$ cat src/rtl/multicycle_control.sv
// Multicycle CPU control FSM: Moore-decoded, registered control strobes.
// Optional CTRL_TRAP_EN sends illegal opcodes to a sticky TRAP state.
module multicycle_control #(
    parameter int MEM_LATENCY = 1,
    parameter int ALU_OP_W    = 3
) (
    input  logic                clk,
    input  logic                rst,
    input  logic [6:0]          opcode,
    input  logic [2:0]          funct3,
    input  logic                alu_zero,
    output logic                pc_write,
    output logic                ir_write,
    output logic                mem_read,
    output logic                mem_write,
    output logic                reg_write,
    output logic                pc_src,
    output logic                alu_src_a,
    output logic [1:0]          alu_src_b,
    output logic [ALU_OP_W-1:0] alu_op,
    output logic [1:0]          mem_to_reg,
    output logic [5:0]          state_out,
    output logic                trap
);

    typedef enum logic [5:0] {
        S_RESET = 6'd0, S_FETCH = 6'd1, S_IR_LOAD = 6'd2, S_DECODE = 6'd3,
        S_EXEC_R = 6'd4, S_EXEC_I = 6'd5, S_ALU_WB = 6'd6, S_MEM_ADDR = 6'd7,
        S_MEM_READ = 6'd8, S_LOAD_WB = 6'd9, S_MEM_WRITE = 6'd10,
        S_BRANCH = 6'd11, S_JAL = 6'd12, S_TRAP = 6'd13
    } state_t;

    typedef struct packed {
        logic                pc_write;
        logic                ir_write;
        logic                mem_read;
        logic                mem_write;
        logic                reg_write;
        logic                pc_src;
        logic                alu_src_a;
        logic [1:0]          alu_src_b;
        logic [ALU_OP_W-1:0] alu_op;
        logic [1:0]          mem_to_reg;
    } ctrl_t;

    localparam logic [ALU_OP_W-1:0] OP_ADD   = ALU_OP_W'(1);
    localparam logic [ALU_OP_W-1:0] OP_SUB   = ALU_OP_W'(2);
    localparam logic [ALU_OP_W-1:0] OP_FUNCT = ALU_OP_W'(3);
    localparam logic [3:0]          LAT_LAST = 4'(MEM_LATENCY - 1);

    state_t     state, nxt;
    logic [3:0] cnt;
    ctrl_t      ctrl;
    logic       br_take;

    // Strobes for a given state; registered against the next state so they
    // line up with the state register without a combinational decode stage.
    function automatic ctrl_t decode(input state_t s);
        ctrl_t c;
        c = '0;
        case (s)
            S_FETCH, S_MEM_READ: c.mem_read = 1'b1;
            S_IR_LOAD: begin
                c.ir_write = 1'b1; c.pc_write = 1'b1;
                c.alu_src_b = 2'b01; c.alu_op = OP_ADD;
            end
            S_DECODE: begin c.alu_src_b = 2'b11; c.alu_op = OP_ADD; end
            S_EXEC_R: begin c.alu_src_a = 1'b1; c.alu_op = OP_FUNCT; end
            S_EXEC_I: begin
                c.alu_src_a = 1'b1; c.alu_src_b = 2'b10; c.alu_op = OP_FUNCT;
            end
            S_ALU_WB: c.reg_write = 1'b1;
            S_MEM_ADDR: begin
                c.alu_src_a = 1'b1; c.alu_src_b = 2'b10; c.alu_op = OP_ADD;
            end
            S_LOAD_WB: begin c.reg_write = 1'b1; c.mem_to_reg = 2'b01; end
            S_MEM_WRITE: c.mem_write = 1'b1;
            S_BRANCH: begin
                c.alu_src_a = 1'b1; c.alu_op = OP_SUB; c.pc_src = 1'b1;
            end
            S_JAL: begin
                c.pc_write = 1'b1; c.pc_src = 1'b1;
                c.reg_write = 1'b1; c.mem_to_reg = 2'b10;
            end
            default: c = '0;
        endcase
        return c;
    endfunction

    always_comb begin
        nxt = S_FETCH;
        case (state)
            S_RESET:    nxt = S_FETCH;
            S_FETCH:    nxt = (cnt == LAT_LAST) ? S_IR_LOAD : S_FETCH;
            S_IR_LOAD:  nxt = S_DECODE;
            S_DECODE: begin
                case (opcode)
                    7'b0110011:             nxt = S_EXEC_R;
                    7'b0010011:             nxt = S_EXEC_I;
                    7'b0000011, 7'b0100011: nxt = S_MEM_ADDR;
                    7'b1100011:             nxt = S_BRANCH;
                    7'b1101111:             nxt = S_JAL;
`ifdef CTRL_TRAP_EN
                    default:                nxt = S_TRAP;
`else
                    default:                nxt = S_FETCH;
`endif
                endcase
            end
            S_EXEC_R, S_EXEC_I: nxt = S_ALU_WB;
            S_MEM_ADDR: nxt = (opcode == 7'b0000011) ? S_MEM_READ : S_MEM_WRITE;
            S_MEM_READ: nxt = (cnt == LAT_LAST) ? S_LOAD_WB : S_MEM_READ;
`ifdef CTRL_TRAP_EN
            S_TRAP:     nxt = S_TRAP;
`endif
            default:    nxt = S_FETCH;
        endcase
    end

    always_ff @(posedge clk or posedge rst) begin
        if (rst) begin
            state <= S_RESET;
            cnt   <= '0;
            ctrl  <= '0;
        end else begin
            state <= nxt;
            ctrl  <= decode(nxt);
            // Counter only advances while parked in a memory wait state.
            if (nxt == state && (state == S_FETCH || state == S_MEM_READ))
                cnt <= cnt + 4'd1;
            else
                cnt <= '0;
        end
    end

`ifdef CTRL_TRAP_EN
    logic trap_q;
    always_ff @(posedge clk or posedge rst) begin
        if (rst) trap_q <= 1'b0;
        else     trap_q <= (nxt == S_TRAP);
    end
    assign trap = trap_q;
`else
    assign trap = 1'b0;
`endif

    // Branch resolution uses this cycle's ALU flag, so it bypasses the register.
    assign br_take = (state == S_BRANCH) &&
                     ((funct3 == 3'b000 && alu_zero) || (funct3 == 3'b001 && !alu_zero));

    assign pc_write   = ctrl.pc_write | br_take;
    assign ir_write   = ctrl.ir_write;
    assign mem_read   = ctrl.mem_read;
    assign mem_write  = ctrl.mem_write;
    assign reg_write  = ctrl.reg_write;
    assign pc_src     = ctrl.pc_src;
    assign alu_src_a  = ctrl.alu_src_a;
    assign alu_src_b  = ctrl.alu_src_b;
    assign alu_op     = ctrl.alu_op;
    assign mem_to_reg = ctrl.mem_to_reg;
    assign state_out  = state;

endmodule
$ cat config.mk
export PLATFORM = sky130hd
export DESIGN_NAME = multicycle_control
export DESIGN_NICKNAME = d
export VERILOG_FILES = /design/src/rtl/multicycle_control.sv
export SDC_FILE = /design/constraint.sdc
export NUM_CORES = 1
export LEC_CHECK = 0
export BUFFER_PORTS_ARGS = -buffer_cell sky130_fd_sc_hd__buf_4
export CORE_UTILIZATION = 55
export DETAILED_ROUTE_END_ITERATION = 16
export PLACE_DENSITY_LB_ADDON = 0.12
export SYNTH_ARGS = -nofsm -noshare
export SYNTH_HDL_FRONTEND = slang
export SYNTH_SLANG_ARGS = --single-unit
$ cat constraint.sdc
create_clock -name clk -period 2.5 [get_ports clk]
set_input_delay 0.5 -clock clk [delete_from_list [all_inputs] [get_ports clk]]
set_output_delay 0.5 -clock clk [all_outputs]
set_load 0.05 [all_outputs]
; Word-level counts from Yosys, hierarchy flattened
; Cells that the tools add are included.
[totals]
latchBits = 0
memories = 0
word_cells = 77
rom_bits = 0
register_bits = 24
output_inout_bits = 21
mem_bits_rw = 0
[classes]
multipliers = 0
reduce_logical = 19
n_eq_ne = 28
div = 0
shifts = 0
magnitude_cmp = 0
add_sub_neg = 1
mux = 16
bitwise_logic = 1
[ops]
columns = operator, count
row1 = $eq 6x3->1 const B, 7
row2 = $eq 6x4->1 const B, 7
row3 = $eq 6x2->1 const B, 4
row4 = $pmux 4 s6, 1
row5 = $pmux 4 s5, 1
row6 = $eq 7x6->1 const B, 2
row7 = $eq 7x7->1 const B, 2
row8 = $reduce_or 2->1, 7
row9 = $eq 6x1->1 const B, 2
row10 = $pmux 2 s3, 2
row11 = $mux 1, 8
row12 = $eq 7x2->1 const B, 1
row13 = $eq 7x5->1 const B, 1
row14 = $eq 6x6->1, 1
row15 = $reduce_or 3->1, 2
row16 = $add 4x1->4 const B, 1
row17 = $logic_and 1x1->1, 4
row18 = $logic_not 4->1, 1
row19 = $mux 2, 2
row20 = $mux 4, 1
row21 = $pmux 2 s2, 1
row22 = $reduce_or 4->1, 1
row23 = $eq 3x1->1 const B, 1
row24 = $logic_not 3->1, 1
row25 = 3 further kinds, 4

; Depth between registers and ports, before layout
; Gate-level depths: netlist of the first run.
[depth]
depth_word = 7
ltp_mapped = 7

; Least setup slack after synthesis of the first run
; No wires, ideal clock.
[synth_timing]
path_kind = reg2out
from = reg state[1], in the netlist state_out[1]
to = out pc_write
required_ps = 2000
path_slack_ps = 391
stages_incl_launch_ff = 5
arrival_ps = 1609
cell_sequence = dfrtp_1 buf_6 nand2_1 nor3_1 a41o_1
[synth_via]
elab_chain_cells = 3
[synth_lines]
columns = item, line
row1 = start: declaration, 51  ; state_t state, nxt;
row2 = start signal: assignment, 126  ; state <= nxt;
row3 = $eq 6x4->1, 148  ; assign br_take = (state == S_BRANCH) &&
row4 = $logic_and 1x1->1, 148
row5 = $or 1x1->1, 151  ; assign pc_write = ctrl.pc_write | br_take;
row6 = end: declaration, 12  ; output logic pc_write,
; Every way passes these cells.

; Worst setup path after layout of the first run
; Ends and elaborated chain as after synthesis.

==> results of run 1 <==
cells in the final DEF (no fill, tap or decap), types with 2 or more instances in the layout:
cell type and instances:
sky130_fd_sc_hd__nor3b_1 4, sky130_fd_sc_hd__a211oi_2 2, sky130_fd_sc_hd__clkbuf_4 3, sky130_fd_sc_hd__xnor2_1 3, sky130_fd_sc_hd__inv_1 9, sky130_fd_sc_hd__ha_1 2, sky130_fd_sc_hd__o21ai_1 4, sky130_fd_sc_hd__nand3_1 2
sky130_fd_sc_hd__xor2_1 2, sky130_fd_sc_hd__nor2b_1 3, sky130_fd_sc_hd__nand4_1 2, sky130_fd_sc_hd__a21oi_1 3, sky130_fd_sc_hd__nand2b_1 4, sky130_fd_sc_hd__nor3_1 4, sky130_fd_sc_hd__a211o_1 2, sky130_fd_sc_hd__nand2_1 5
sky130_fd_sc_hd__dfrtp_1 21, sky130_fd_sc_hd__buf_4 29, sky130_fd_sc_hd__o22ai_1 2, sky130_fd_sc_hd__conb_1 4, sky130_fd_sc_hd__nor2_1 7
path summary, 6_finish.rpt:
kind                               from            to  slack, ps  cells after the start
setup / recovery           state_out[1]      pc_write        280                      4
hold / removal                      rst  alu_src_b[0]        310                      2
setup reg to reg                 cnt[0]  alu_src_b[1]        700                      7
hold reg to reg                  cnt[0]        cnt[0]        490                      1
max in group asynchronous           rst        pc_src       1720                      2
min in group clk                 cnt[0]        cnt[0]        490                      1
where the power goes:
part	internal, mW	switching, mW
clock network	0.0598	0.105
logic	0.330	0.556
registers	0.425	0.113
per-layer routing:
layer | up-vias | part of all wire, %
met5 | - | 0
met3 | 5 | 4.0
met1 | 411 | 42
met4 | 0 | 2.3
met2 | 30 | 52
li1 | 427 | -
critical path, stage by stage (launching register included):
cell and delay, ps:
sky130_fd_sc_hd__dfrtp_1 700, sky130_fd_sc_hd__nand2_1 150, sky130_fd_sc_hd__nor3_1 180, sky130_fd_sc_hd__a41o_1 190
sky130_fd_sc_hd__buf_4 190
cell type report:
cell class	instances	area share (%)
Multi-Input combinational cell	74	39.1
Clock inverter	1	0.364
Clock buffer	3	1.64
Sequential cell	21	38.2
Tap cell	27	2.45
Inverter	9	2.45
Timing Repair Buffer	29	15.8
cell families after synthesis:
family,after synthesis
and+or+nand+nor,42
buffers and inverters,23
DFF,21
AOI/OAI and AO/OA,20
xor gates and xnor gates,5
adders and majority gates,2
other,1
muxes,1
through the flow:
stage	instance area (um^2)	hold slack (ps)
floorplan	1210	452
global placement	1350	471
detailed placement	1350	471
CTS	1380	344
global route	1380	380
finish	1380	306
==> impl.org, run 1 <==
** Floorplanning
- In this run the standard cell core region covers 2000 um^2.
- In this run the horizontal extent of the chip is 48.7 um.
- Pin placement for this block handled 34 I/O pins.
- The initial utilization of the core area, before any placement, comes to 59.9%.
- The floorplan step set the die height to 48.7 um.
- The die covers 2370 um^2.
- Row count :: 16

** Pwr
- The design draws 1.59 mW.
- The analysis attributes to cell leakage a power of 0.674 nW.
- Power spread over the standard cell area amounts to 1160 nW/um^2.
- Maximum resistive drop on vdd :: 0.651 mV

** Clock network
- Insertion delay to the later sink of the worst-skew pair :: 310 ps
- Clock transition at the registers of the reported paths :: 120 ps
- Number of buffers inserted during clock tree synthesis :: 3
- TritonCTS built the clock tree.
- Post-CTS Setup Bufs :: 0
- The number of hold buffers added after CTS was 0.
- Post-CTS Resized :: 0
- Clock root buffer master :: sky130_fd_sc_hd__clkbuf_4
- Number of sinks on the clock net :: 21
- The clock passes through at most 2 buffers.
- Level count of the clock H-tree :: 1

** Drt
- In the routed layout, each cell is associated on average with a via count of 5.32.
- Total wire length :: 2.11 mm
- After detailed routing, the average wire length per cell comes to 12.9 um.
- DRC violations left :: 0
- The first detailed-routing pass ran for 4 iterations.
- The final route contains 873 vias.
- The detailed router finished its first iteration with 19 violations.
- Once detail routing completed, the nets flagged for antenna violations numbered 0.

** Setup path
- Largest driver fanout on the critical path :: 15
- Data on the critical path is required at its endpoint by 2000 ps.
- Kind of start point of the critical path :: flip-flop
- Kind of end point of the critical path :: primary output
- Type of the worst setup path :: reg -> out
- STA puts the critical path data arrival time at 1720 ps.

** Synth
- The synthesized netlist devotes 13.5% of its cell area to compound gates.
- Summing every instance area after synthesis gives 1200 um^2.
- Multiplexer share of the synthesized area :: 0.834%
- Cell count after synthesis :: 115
- The synthesized design contains 0 enable-type register cells.
- Synthesis Warnings :: 0
- The synthesized netlist devotes 23.6% of its cell area to simple gates.
- Asr flop ratio synth :: 100%
- Top cells by instance count after synthesis :: sky130_fd_sc_hd__dfrtp_1 (21), sky130_fd_sc_hd__buf_4 (10), sky130_fd_sc_hd__inv_1 (9)
- Dominant combinational cell family by area after synthesis :: simple AND/OR/NAND/NOR gates
- By instance count, the leading cell after synthesis is sky130_fd_sc_hd__dfrtp_1.
- In this run, synthesis produced a sequential element count of 21.
- Synthesized-area fraction occupied by xor and xnor cells :: 3.65%
- Post-synthesis adder-cell area fraction :: 2.09%
- Area contributors post-synth :: sky130_fd_sc_hd__dfrtp_1 (44%), sky130_fd_sc_hd__buf_4 (6.3%), sky130_fd_sc_hd__inv_1 (2.8%)
- Predominant post-synthesis flop cell :: sky130_fd_sc_hd__dfrtp_1
- Counting distinct cell types in the post-synthesis netlist gives 41.
- Area share of the largest cell type after synthesis :: 43.8%
- The largest total area in the synthesized netlist belongs to sky130_fd_sc_hd__dfrtp_1.
- Sequential share of the synthesized area :: 43.8%
- Mean instance size in the synthesized netlist :: 10.4 um^2

** STA
- Setup-failing EPs final :: 0
- Setup slack closes at 279 ps.
- The clock period could shrink to 2220 ps.
- Summed negative setup slack over all endpoints :: 0 ps
- Worst slew margin :: 50.4%
- Static timing analysis puts the maximum clock frequency at 450 MHz.
- For the pin with the worst max-slew slack, the measured transition is 743 ps.
- Final slew viol count :: 0
- Hold Fails Final Rpt :: 0
- The final critical path takes up 88.8% of the cycle.
- Clk_skew :: 6.96 ps
- Setup repair after global routing left no endpoint under its margin.

** GRT
- For this run the aggregate overflow at the end of global routing stands at 0.
- Pin count of the biggest net entering global routing :: 22
- GRT Resource Usage Total :: 21.3%
- Global routing used 4.72% of the available met3 tracks.
- Global-route met1 utilization :: 24.1%
- For met2 alone, demand over resource in global routing was 37.0%.
- Vias in the first global route :: 858
- Wire length of the first global-routing pass :: 3.77 mm
- The initial antenna violation count was 0.
- Layer carrying the most global-route usage :: met2

** Placed design
- Total half-perimeter wirelength after legalization and detailed placement :: 1.66 mm
- Post-placement setup slack :: 648 ps
- Including well taps, the total number of placed cells is 160.
- Routability congestion estimate :: 0.823
- Port-buffer cells :: 29

** Final layout
- Antenna cell count :: 0
- After the flow finishes, the layout carries non-filler instances totaling 164.
- Measured on the finished design, the core utilization comes to 68.8%.
- Area of combinational cells with multiple inputs :: 538 um^2
- Net count, final :: 153
- Area delta synth->final :: 14.7%
- # fillers :: 169
- Share of final-layout standard cells stronger than drive strength 1 :: 29.2%
- In the final layout, flip-flops and latches occupy 526 um^2.

** Outcome
- Run status :: finished clean

** Worst hold path
- Hold WC Path Type :: in -> async

** Run
- The tool flagged a number of max-cap violations equal to 0.
No activity file was read; power rests on OpenSTA's default activity.
==> inputs of run 2 (changes only) <==
==> constraint.sdc (replaced) <==
create_clock -name clk -period 2.5 [get_ports clk]
set_input_delay 0 -clock clk [delete_from_list [all_inputs] [get_ports clk]]
set_output_delay 0 -clock clk [all_outputs]
set_load 0.05 [all_outputs]
==> run 2 against run 1 <==
Via count down 0.69%. Sequential share of layout area down 0.28 points. Critical path type is now reg -> reg. Highest routed layer unchanged. First-iteration DRC count down 16%. Sequential power up 1%. Largest power group unchanged. Largest cell class unchanged.
==> impl.org, run 2 (synthesis results as in run 1) <==
** Placed design
- In this run the tool buffered the top-level ports with 29 buffer cells.
- At the end of routability-driven placement, the weighted congestion stood at 0.784.
- Summed over all nets, the half-perimeter wirelength after detailed placement is 1.68 mm.

** STA
- Setup-failing EPs final :: 0
- Measured slew at the worst slew-check pin :: 772 ps
- In the finished design, the share of the clock period the worst path needs comes to 73.6%.
- Setup repair after global routing missed its margin :: no
- The hold violation count in the final report came to 0.
- Worst slew margin :: 48.5%
- Highest clock rate :: 543 MHz
- Hold Slack :: 48.5 ps
- The worst path needs 1840 ps of the cycle, external delays included.
- Summed negative setup slack over all endpoints :: 0 ps
- The final count of pins violating max slew was 0.
- For the final database, setup skew stands at 1.02 ps.

** Floorplanning
- 34 I/O pins were placed.
- The core region is 2000 um^2.
- The initial utilization of the core area, before any placement, comes to 59.9%.
- The die covers 2370 um^2.
- Row count :: 16
- Width of the die :: 48.7 um
- Die height :: 48.7 um

** Clock network
- Clock tree from TritonCTS :: yes
- Clock-pin slew was measured on the worst setup and hold paths at 110 ps.
- Clock tree synthesis selected as its root buffer the cell sky130_fd_sc_hd__clkbuf_4.
- Number of sinks on the clock net :: 21
- Post-CTS Resized :: 0
- The later pin in the worst-skew pair is clocked with a latency of 300 ps.
- In this run the number of H-tree levels came out at 1.
- Maximum buffer depth of the clock tree :: 2
- Number of buffers inserted during clock tree synthesis :: 3
- Buffers added to address setup during post-CTS repair amount to 0.

** Setup path
- Counting both buffers and inverters, the worst setup path holds a total of 1.
- Broken down by cell family, the worst path's largest delay share belongs to simple AND/OR/NAND/NOR gates.
- Data required time of the worst path :: 2730 ps
- Register-to-Register Path Depth :: 7
- Standard cell with the maximum stage delay on the critical path :: sky130_fd_sc_hd__dfrtp_1
- The worst register-to-register path has a setup slack of 660 ps.
- Arrival time of the worst setup path :: 2070 ps
- In this design, the stage delay of the slowest critical-path cell is 430 ps.
- The critical path goes through inv_1 > ha_1 > or3b_1 > nor2_1 > nand2_1 > a211o_1 > a21oi_1.
- RR Endpoint :: alu_src_b[1]
- STA classifies the critical path startpoint as a flip-flop.
- Source of the worst register-to-register timing path :: cnt[0]
- Of all nets on the critical path, the largest fanout is 4.
- The critical path is of the reg -> reg type.
- Kind of end point of the critical path :: flip-flop

** Drt
- First-pass DRT Iterations :: 4
- Detail Route met2 WL :: 1.09 mm
- Routed via count :: 867
- Met1 wire length :: 958 um
- After detailed routing, the number of remaining DRC violations is 0.
- After the first detailed-routing iteration, the DRC count stood at 16.
- DR WL/cell :: 13.2 um
- Top routing layer used :: met4
- Routed via count divided by cell count :: 5.25
- Post-DRT Antenna Nets :: 0
- Met3 layer wire length in the routed design :: 69 um
- Total wire length :: 2.18 mm

** Final layout
- The multi-input combinational cells in the finished layout cover a total of 538 um^2.
- # fillers :: 158
- Net count, final :: 154
- The number of antenna diodes in the final layout is 0.
- Most frequent cells in the layout :: sky130_fd_sc_hd__buf_4 (29), sky130_fd_sc_hd__dfrtp_1 (21), sky130_fd_sc_hd__inv_1 (9), sky130_fd_sc_hd__nor2_1 (7), sky130_fd_sc_hd__nand2_1 (5)
- Area delta synth->final :: 15.5%
- The library cell used most frequently in the layout, excluding fill and tap cells, is sky130_fd_sc_hd__buf_4.
- Share of final-layout standard cells stronger than drive strength 1 :: 29.0%
- FF+latch area :: 526 um^2

** Pwr
- For this design the ratio of total power to cell area is 1150 nW/um^2.
- For this design the static power due to leakage is 0.678 nW.
- The worst-case IR drop observed on VDD is 0.782 mV.

** Run
- Max-cap violations in this run came to 0.

** Worst hold path
- The worst hold path begins at opcode[5].
- The min-delay analysis places its worst path in the category in -> reg.
- The worst hold path was traced through 3 stages.
- For hold timing, the worst endpoint is pc_src.

** GRT
- Overflow left after global routing :: 0
- GRT Resource Usage Total :: 19.9%
- The number of global-route vias before repair is 858.
- Wire length of the first global-routing pass :: 3.58 mm
- Entering global routing, the biggest net connects 22 pins.
- Antenna violations before repair :: 0

** Outcome
- Run status :: finished clean
==> run 2: cell type report <==
| type | instances | share of cell area, % |
|---|---|---|
| multi-input cells | 74 | 38.8 |
| well taps | 27 | 2.44 |
| flip-flops and latches | 21 | 37.9 |
| repair buffers | 30 | 16.4 |
| clock inverters | 1 | 0.361 |
| inverters | 9 | 2.44 |
| clock buffers | 3 | 1.62 |
==> run 2: power by group <==
| group | switching (mW) | internal (mW) |
|---|---|---|
| clock network | 0.101 | 0.0596 |
| registers | 0.121 | 0.425 |
| logic | 0.559 | 0.331 |
| total | 0.781 | 0.816 |
==> run 2: how the worst max path moves through the flow <==
| stage | startpoint | endpoint | cells past startpoint |
|---|---|---|---|
| after global placement | cnt[0] | alu_src_b[1] | 7 |
| after global routing | cnt[0] | alu_src_b[1] | 7 |
| after floorplan | state_out[2] | mem_read | 5 |
| after CTS | cnt[0] | alu_src_b[1] | 7 |
| after detailed placement | cnt[0] | alu_src_b[1] | 7 |
| final | cnt[0] | alu_src_b[1] | 7 |
==> run 2: worst min-delay path, stage by stage <==
cell and delay, ps:
sky130_fd_sc_hd__buf_4 130, sky130_fd_sc_hd__nand4_1 140, sky130_fd_sc_hd__nor2_1 60
==> run 2: layer usage <==
layer	up-vias	GRT usage (%)
met5	-	0
met4	0	12.7
met3	6	1.89
met1	404	21.9
met2	30	36.3
li1	427	-
==> run 2: timing repair <==
action	CTS	global route
endpoints found under the hold margin	21	0
hold buffers	1	0
setup endpoints to repair	0	0
==> run 2: stage by stage <==
step	power [mW]	cells	setup WS, ps	utilization (%)	area, um^2
4_1_cts	1.60	165	662	69.3	1390
3_3_place_gp	1.43	160	742	67.4	1350
6_report	1.60	165	659	69.3	1390
2_1_floorplan	1.29	118	742	-	1210
5_1_grt	1.69	165	525	69.3	1390
3_5_place_dp	1.44	160	698	67.4	1350
